[src/rtl/bcd_pkg.sv]
// Shared constants and FSM state type for the binary-to-BCD display path.
// Latency: none (declarations only).
// Backpressure: none (declarations only).
package bcd_pkg;

  // Largest magnitude the three-digit display can show (hundreds digit 0..3).
  localparam int MAX_DISPLAY = 399;
  localparam int BCD_OUT_W   = 10;
  localparam int BCD_ACC_W   = 12;

  typedef enum logic [1:0] {
    IDLE  = 2'd0,
    SHIFT = 2'd1,
    DONE  = 2'd2
  } state_t;

endpackage

[src/rtl/dd_add3.sv]
// Double-dabble nibble corrector: adds 3 when the BCD digit is 5 or more.
// Latency: combinational.
// Backpressure: none.
module dd_add3 (
  input  logic [3:0] digit,
  output logic [3:0] corrected
);

  // A digit of 5..9 becomes 8..12 so the following left shift carries into the next digit.
  assign corrected = (digit >= 4'd5) ? digit + 4'd3 : digit;

endmodule

[src/rtl/bcd_value_converter.sv]
// Iterative binary-to-BCD converter feeding the 7-segment driver; optional signed input via BCD_SIGNED_EN.
// Latency: DATA_W+1 cycles from accepting start to the done pulse; one conversion per DATA_W+2 cycles.
// Backpressure: start is taken only in IDLE; a start while busy is dropped, never queued.
module bcd_value_converter
  import bcd_pkg::*;
#(
  parameter int DATA_W = 10
) (
  input  logic                 clk,
  input  logic                 rst_n,
  input  logic                 start,
  input  logic [DATA_W-1:0]    data_in,
  output logic                 busy,
  output logic                 done,
  output logic [BCD_OUT_W-1:0] BCD_digit,
  output logic                 sign,
  output logic                 overflow
);

  localparam int CNT_W = $clog2(DATA_W + 1);

  state_t               state;
  state_t               state_nxt;
  logic [CNT_W-1:0]     cnt;
  logic [DATA_W-1:0]    mag;
  logic [DATA_W-1:0]    mag_in;
  logic [BCD_ACC_W-1:0] bcd;
  logic [BCD_ACC_W-1:0] bcd_adj;
  logic                 ovf_r;
  logic                 ovf_in;
  logic                 busy_nxt;
  logic                 unused_bits;

`ifdef BCD_SIGNED_EN
  logic sign_in;
  logic sign_r;

  // Two's complement input: the magnitude of the most negative value still fits unsigned.
  assign sign_in = data_in[DATA_W-1];
  assign mag_in  = sign_in ? -data_in : data_in;
`else
  assign mag_in  = data_in;
`endif

  // Overflow is decided once on the binary magnitude, not from the BCD result.
  assign ovf_in = (BCD_ACC_W'(mag_in) > BCD_ACC_W'(MAX_DISPLAY));

  for (genvar g = 0; g < 3; g++) begin : g_add3
    dd_add3 u_add3 (
      .digit     (bcd[4*g +: 4]),
      .corrected (bcd_adj[4*g +: 4])
    );
  end

  // Top corrected bit is always shifted out; it only matters for overflowed values.
  assign unused_bits = bcd_adj[BCD_ACC_W-1];

  // State register.
  always_ff @(posedge clk or negedge rst_n) begin
    if (!rst_n) state <= IDLE;
    else        state <= state_nxt;
  end

  // Next-state logic; busy stays up through the cycle in which done is shown.
  always_comb begin
    state_nxt = state;
    case (state)
      IDLE:    if (start) state_nxt = SHIFT;
      SHIFT:   if (cnt == CNT_W'(1)) state_nxt = DONE;
      DONE:    state_nxt = IDLE;
      default: state_nxt = IDLE;
    endcase
    busy_nxt = (state_nxt != IDLE) || (state == DONE);
  end

  // Capture on accept, then one correct-and-shift step per SHIFT cycle.
  always_ff @(posedge clk or negedge rst_n) begin
    if (!rst_n) begin
      mag   <= '0;
      bcd   <= '0;
      cnt   <= '0;
      ovf_r <= 1'b0;
    end else begin
      case (state)
        IDLE: begin
          if (start) begin
            mag   <= mag_in;
            bcd   <= '0;
            cnt   <= CNT_W'(DATA_W);
            ovf_r <= ovf_in;
          end
        end
        SHIFT: begin
          bcd <= {bcd_adj[BCD_ACC_W-2:0], mag[DATA_W-1]};
          mag <= {mag[DATA_W-2:0], 1'b0};
          cnt <= cnt - CNT_W'(1);
        end
        default: ;
      endcase
    end
  end

  // Display-facing registers change only when leaving DONE, so no partial result is ever visible.
  always_ff @(posedge clk or negedge rst_n) begin
    if (!rst_n) begin
      BCD_digit <= '0;
      overflow  <= 1'b0;
      done      <= 1'b0;
      busy      <= 1'b0;
    end else begin
      done <= (state == DONE);
      busy <= busy_nxt;
      if (state == DONE) begin
        BCD_digit <= ovf_r ? '0 : bcd[BCD_OUT_W-1:0];
        overflow  <= ovf_r;
      end
    end
  end

`ifdef BCD_SIGNED_EN
  // Sign is captured at accept and published with the digits; zero always yields a clear MSB.
  always_ff @(posedge clk or negedge rst_n) begin
    if (!rst_n) begin
      sign_r <= 1'b0;
      sign   <= 1'b0;
    end else begin
      if (state == IDLE && start) sign_r <= sign_in;
      if (state == DONE)          sign   <= sign_r;
    end
  end
`else
  assign sign = 1'b0;
`endif

endmodule

[config.mk]
export PLATFORM = sky130hd
export DESIGN_NAME = bcd_value_converter
export DESIGN_NICKNAME = d
export VERILOG_FILES = /design/src/rtl/bcd_pkg.sv /design/src/rtl/dd_add3.sv /design/src/rtl/bcd_value_converter.sv
export SDC_FILE = /design/constraint.sdc
export NUM_CORES = 1
export LEC_CHECK = 0
export CORE_MARGIN = 5
export CORE_UTILIZATION = 49
export CTS_CLUSTER_SIZE = 8
export DETAILED_ROUTE_END_ITERATION = 8
export PLACE_DENSITY_LB_ADDON = 0.08
export SLEW_MARGIN = 0
export SYNTH_ARGS = -nofsm -noshare
export SYNTH_HDL_FRONTEND = slang
export SYNTH_HIERARCHICAL = 1
export SYNTH_SLANG_ARGS = --single-unit
export TNS_END_PERCENT = 5
[constraint.sdc]
create_clock -name clk -period 1.31 [get_ports clk]
set_clock_uncertainty 0.05 [all_clocks]
set_input_delay 0.1965 -clock clk [delete_from_list [all_inputs] [get_ports clk]]
set_output_delay 0.1965 -clock clk [all_outputs]
set_load 0.1 [all_outputs]
### Word level (Yosys, flattened, before mapping)

Cells that the tools add are included.

| storage, ports and cells | value |
|---|---|
| output and inout port bits | 14 |
| input bits | 13 |
| logic and storage cells | 40 |
| flip-flop bits (word level) | 42 |

| cells by class | value |
|---|---|
| equal/unequal tests | 4 |
| magnitude comparators | 4 |
| $add $sub $neg | 4 |
| reduce and logical (&&, ||, !) cells | 6 |
| mux-type cells | 13 |

Operators with widths:

| operator | number |
|---|---|
| case mux 12 bit (2 select lines) | 1 |
| two-way mux 10 bit | 2 |
| case mux 10 bit (2 select lines) | 1 |
| >= comparator 4 x 3 -> 1 bit (second input constant) | 3 |
| two-way mux 12 bit | 1 |
| two-way mux 4 bit | 3 |
| > comparator 10 x 9 -> 1 bit (second input constant) | 1 |
| adder 4 x 2 -> 4 bit (second input constant) | 2 |
| case mux 4 bit (2 select lines) | 1 |
| equality test 4 x 1 -> 1 bit (second input constant) | 1 |
| two-way mux 2 bit | 2 |
| case mux 2 bit (2 select lines) | 1 |
| AND reduction 2 bit | 2 |
| nonzero test 2 bit | 2 |
| subtractor 4 x 1 -> 4 bit (second input constant) | 1 |
| adder 3 x 2 -> 3 bit (second input constant) | 1 |
| two-way mux 3 bit | 1 |
| equality test 2 x 1 -> 1 bit (second input constant) | 1 |
| equality test 2 bit (second input constant) | 1 |
| logical NOT 2 bit | 1 |
| != test 2 bit (second input constant) | 1 |
| logical OR 1 bit | 1 |

### Logic depth before layout (Yosys ltp)

Gate-level depths: netlist (run 1).

| logic depth | value |
|---|---|
| depth in word-level cells | 5 |
| mapped depth | 6 |
| mapped depth without buffers | 6 |

### By module

The synthesis (run 1) kept the hierarchy.

Modules (own cells, without submodules):

| module | instances | area an instance (um^2) | cells an instance |
|---|---|---|---|
| bcd_value_converter | 1 | 1800.5 | 161 |
| dd_add3 | 3 | 101.3 | 16 |

### Worst setup path after synthesis (run 1)

Ideal clock, no wire load.

| timing | value |
|---|---|
| kind | register to register |
| start | register bcd[0] |
| end | register bcd[2] |
| setup slack | -84 ps |
| arrival | 1223 ps |
| cell stages (with the launch flop) | 6 |
| required time | 1139 ps |
| buffers on the path | 0 |
| cell sequence | dfrtp_1 > ha_1 > nand2b_1 > a21oi_2 > mux2i_1 > a22o_1 |

| on the way | value |
|---|---|
| longest elaborated chain between the ends | 3 |
| elaborated cells on any way between the ends | 4 |

RTL lines:

| what | RTL line | text |
|---|---|---|
| start, declared | bcd_value_converter.sv:27 | `logic [BCD_ACC_W-1:0] bcd;` |
| start signal, assigned | bcd_value_converter.sv:94 | `bcd <= {bcd_adj[BCD_ACC_W-2:0], mag[DATA_W-1]};` |
| adder 4 x 2 -> 4 bit or >= comparator 4 x 3 -> 1 bit (tied branches) | dd_add3.sv:10 | `assign corrected = (digit >= 4'd5) ? digit + 4'd3 : digit;` |
| two-way mux 4 bit * | dd_add3.sv:10 |  |
| via bcd_adj[1] | bcd_value_converter.sv:28 | `logic [BCD_ACC_W-1:0] bcd_adj;` |
| case mux 12 bit (2 select lines) * | bcd_value_converter.sv:84 | `case (state)` |

The timed path passes the listed nets; every way through them passes the cells marked *.
A chain may end at the register's enable or synchronous reset.

### Final worst setup path (run 1)

| timing | value |
|---|---|
| start | register bcd[8] |
| end | register bcd[10] |

| on the way | value |
|---|---|
| longest elaborated chain between the ends | 3 |
| elaborated cells on any way between the ends | 4 |

RTL lines:

| what | RTL line |
|---|---|
| >= comparator 4 x 3 -> 1 bit or adder 3 x 2 -> 3 bit (tied branches) | dd_add3.sv:10 |
| two-way mux 3 bit * | dd_add3.sv:10 |
| via bcd_adj[9] | bcd_value_converter.sv:28 |
| case mux 12 bit (2 select lines) * | bcd_value_converter.sv:84 |

Marks and branches as above.

==> results of run 1 <==
[worst max-delay path: stages, from the launching register on]
cell	delay, ps
dfrtp_1	440
ha_4	180
nand2b_4	140
a21oi_4	170
mux2i_1	90
a22o_1	230
[metrics by stage]
step	worst slack, ps	hold WS (ps)	instances	setup TNS (ps)	area [µm²]
finish	-109	326	299	-400	2840
global route	-144	368	299	-1280	2840
CTS	-114	316	297	-577	2760
detailed placement	-317	103	288	-4570	2650
global placement	-218	95.1	288	-3310	2650
floorplan	-18.0	-149	205	-67.9	2130
[power groups by stage]
stage | registers (W) | logic [W] | clock network [W]
6_report | 0.00232 | 0.00397 | 0.000843
5_1_grt | 0.00240 | 0.00427 | 0.000936
4_1_cts | 0.00227 | 0.00378 | 0.000866
3_5_place_dp | 0.00229 | 0.00371 | 0
3_3_place_gp | 0.00226 | 0.00352 | 0
2_1_floorplan | 0.00276 | 0.00208 | 0
[placed cells by master (no fill, tap or decap), types with 2 or more instances in the layout]
cell,count
dfrtp_1,41
nand2_1,34
buf_4,22
buf_12,14
a22o_1,13
o21ai_1,13
nand2b_1,12
o21ai_0,11
clkdlybuf4s50_1,11
a22oi_1,10
inv_2,7
nor2_1,6
clkbuf_8,6
nand2b_4,4
ha_4,4
inv_1,3
a31oi_1,3
a21oi_4,3
mux2i_1,3
xnor2_1,3
nor2b_1,2
a21oi_1,2
mux2_2,2
ha_1,2
ha_2,2
[final cells by class]
type / count / area (µm²)
clock buffer: 7 / 86.3
multi-input combinational: 140 / 1020
tap: 50 / 62.6
clock inverter: 1 / 5.00
inverter: 10 / 37.5
sequential: 42 / 1050
fill: 295 / 1220
timing repair buffer: 49 / 571
[worst paths after layout]
path / endpoint / slack [ps] / cells past startpoint
min in group clk: mag[4] / 450 / 2
min reg2reg: mag[4] / 450 / 2
max: bcd[10] / -110 / 5
max reg2reg: bcd[10] / -110 / 5
max in group asynchronous: bcd[4] / 390 / 3
min: BCD_digit[3] / 330 / 2
[registers in the layout (all words and copies together) (netlist names)]
name,flops
bcd,12
BCD_digit,10
mag,10
cnt,4
state,2
busy,1
done,1
overflow,1
ovf_r,1
[layer usage]
layer  GRT usage  share of wire
met3      0.0414          0.045
met1       0.192           0.43
met2       0.308           0.51
met4      0.0505          0.014
met5           0              0
[repair_timing]
action	4_1_cts	5_1_grt
pin swaps	0	2
setup endpoints to repair	17	27
hold endpoints to repair	17	0
gates resized for setup	3	16
setup buffers	0	2
hold buffers	1	0
==> results.cfg, run 1 <==
[final_layout]
num_antenna_cells = 0
drive_gt1_frac = 0.293
area_growth_syn_to_layout_pct = 36.0
nNetsFinal = 269
post-route-util = 0.699

[synth]
postSynthNetCount = 226
yosys_warnings = 6
syn_inst = 205
avgSynthCellArea_um2 = 10.2
synth_area_um2 = 2080

[die]
rows = 23
die_h_um = 75.2
die_w_um = 75.2
io_pins = 27
initial_utilization = 0.514
core_area_um2 = 4060
die_area_um2 = 5660

[detailed_routing]
drt_wl_total_um = 4350
num_vias = 1596
drt_iter0_drc = 102
drt_pass1_iterations = 4
drc = 0
drt-wirelength-per-cell_um = 14.6
ant_nets = 0
routed_via_density = 5.34

[sta]
setup_violations = 6
slew_viol_final = 0
setup_slack_ps = -109
period_share = 1.08
max_freq_mhz = 705
min_period_ps = 1420
rsz0062_at_grt = yes
hold_violations = 0

[min_path]
hold_path_class = in2async

[global_routing]
antenna_found_initial = 0
grt-ovfl-total = 0
grt_pass1_wl_um = 7200
first_global_vias = 1633
gr-usage-all-layers = 0.168
grt_max_degree = 26

[critical_path]
worstReg2RegStart = bcd[8]
endpoint_kind = flip-flop
critical_path_peak_fanout = 3
start_kind = flip-flop
worst_ep_arrival_time_ps = 1540
worstPathRequired_ps = 1440
startpoint = bcd[8]
criticalPathCategory = reg2reg

[cts]
cts_sinks = 42
cts-buffers-inserted = 5
cts_tree = yes
cts.reportedPaths.clkPinSlew_ps = 70
htreeDepth = 2
clock_path_buffers = 2
clock_latency_ps = 290
root_buffer = clkbuf_8

[placed_design]
gp_congestion = 0.793
hpwl_um = 3130
io_buffer_count = 25

[pwr]
pwr-share-clk = 0.118
p_leak_nw = 1.25
seqPwrFrac = 0.325
vdd_drop_max_mv = 1.39
p_int_w = 0.00412
finalPower_w = 0.00713
combPwrFrac = 0.557
power.density_nw_per_um2 = 2520
p_sw_frac = 0.423
power.switching_w = 0.00302

[flow_run]
maxCapViolCount = 0

[outcome]
status = finished with violations
violations = negative setup slack
Note: power is estimated with default switching activity, not from simulation.
==> inputs of run 2 (changes only) <==
Settings changed: CTS_CLUSTER_DIAMETER from default to 200, PLACE_DENSITY from default to 0.75, PLACE_DENSITY_LB_ADDON 0.08 to default.
==> run 2 against run 1 <==
The flow still finishes with violations (negative setup slack). Sequential share of layout area decreased by 0.90 points. Via count increased by 2.0%. Count of clock-buffer cells in the layout unchanged. Sequential power about the same. Critical endpoint is now bcd[2]. Highest routed layer unchanged.
==> results.cfg, run 2 (synthesis gave the netlist of run 1 again) <==
[min_path]
hold_path_class = in2async

[die]
io_pins = 27
rows = 23
die_area_um2 = 5660
initial_utilization = 0.514
core_area_um2 = 4060
die_w_um = 75.2
die_h_um = 75.2

[detailed_routing]
drt_wl_total_um = 4130
drc = 0
num_vias = 1628
routed_via_density = 5.29
drt-wirelength-per-cell_um = 13.4
drt_pass1_iterations = 4
drt_iter0_drc = 64
ant_nets = 0

[final_layout]
layout_commonest_cell = dfrtp_1
drive_gt1_frac = 0.314
nNetsFinal = 278
top_register = bcd
final_cell_count_no_fill = 308
largest_register_ffs = 12
fin_area_um2 = 2910
mostFrequentLayoutCells = dfrtp_1, nand2_1, buf_4
area_growth_syn_to_layout_pct = 39.6
num_antenna_cells = 0
post-route-util = 0.717
reg.largest.list = bcd (12), BCD_digit (10), mag (10)

[global_routing]
first_global_vias = 1649
antenna_found_initial = 0
grt-ovfl-total = 0
gr-usage-all-layers = 0.173
grt_pass1_wl_um = 7310
grt_max_degree = 27

[cts]
cts_tree = yes
htreeDepth = 2
cts-buffers-inserted = 5
root_buffer = clkbuf_8
clock_latency_ps = 290
clock_path_buffers = 2
cts.reportedPaths.clkPinSlew_ps = 80
cts_setup_buffers = 0
cts_sinks = 42

[pwr]
vdd_drop_max_mv = 1.58
power.density_nw_per_um2 = 2470
p_leak_nw = 1.30
finalPower_w = 0.00717

[critical_path]
endpoint_kind = flip-flop
start_kind = flip-flop
worstPathRequired_ps = 1490
criticalPathCategory = reg2reg
path_buf_inv = 0
critical_path.slowest_cell = dfrtp_1
worst_ep_arrival_time_ps = 1590
cp_slowest_stage_delay_ps = 420
cpLargestDelayFamily = flip-flops
path_cells = ha_2 > nand2b_4 > a21oi_4 > mux2i_1 > a22o_1
critical_path_peak_fanout = 4

[sta]
setup_tns_ps = -417
hold_violations = 0
period_share = 1.07
max_freq_mhz = 711
rsz0062_at_grt = yes
min_period_ps = 1410
setup_slack_ps = -97.3
setup_violations = 7
slew_viol_final = 0

[outcome]
violations = negative setup slack
status = finished with violations

[placed_design]
hpwl_um = 2970
gp_congestion = 0.807
io_buffer_count = 25
dpl_cell_area_um2 = 2770
placed_cells = 299

[flow_run]
maxCapViolCount = 0
run 2: stage by stage:
step | setup slack [ps] | hold slack (ps)
floorplan | -18.0 | -149
global placement | -264 | 87.1
detailed placement | -321 | 92.6
CTS | -70.9 | 307
global route | -187 | 316
finish | -97.3 | 305
run 2: final timing paths:
kind / from / end / slack, ps / depth (start not counted)
setup / recovery: bcd[0] / bcd[2] / -100 / 5
hold / removal: rst_n / BCD_digit[3] / 310 / 2
setup reg to reg: bcd[0] / bcd[2] / -100 / 5
hold reg to reg: mag[9] / bcd[0] / 450 / 1
max in group asynchronous: rst_n / state[1] / 420 / 3
min in group clk: mag[9] / bcd[0] / 450 / 1
run 2: report_power, final:
part | leakage (nW) | switching, W | internal (W)
clock | 0.0482 | 0.000426 | 0.000425
combinational | 0.718 | 0.00201 | 0.00202
sequential | 0.539 | 0.000512 | 0.00178
total | 1.30 | 0.00295 | 0.00422
run 2: cell type report:
class                   count  area, µm²
inverters                  10       37.5
flip-flops and latches     42       1050
clock inverters             1       5.00
repair buffers             58        676
fillers                   293       1150
clock buffers               7       86.3
multi-input cells         140        988
well taps                  50       62.6
run 2: worst register-to-register path: stages, from the launching register on:
cell	delay, ps
dfrtp_1	420
ha_2	200
nand2b_4	160
a21oi_4	170
mux2i_1	200
a22o_1	140
run 2: metal layers:
metal / up-vias / track usage / wire, µm / part of all wire
li1: 803 / - / - / -
met1: 787 / 0.210 / 1840 / 0.44
met2: 32 / 0.285 / 2070 / 0.50
met3: 6 / 0.0561 / 151 / 0.037
met4: 0 / 0.0660 / 75 / 0.018
met5: - / 0 / 0 / 0
run 2: repair_timing:
item	in CTS	in global routing
hold buffers	1	0
gates resized for setup	6	9
endpoints found under the setup margin	18	14
hold endpoints to repair	16	0
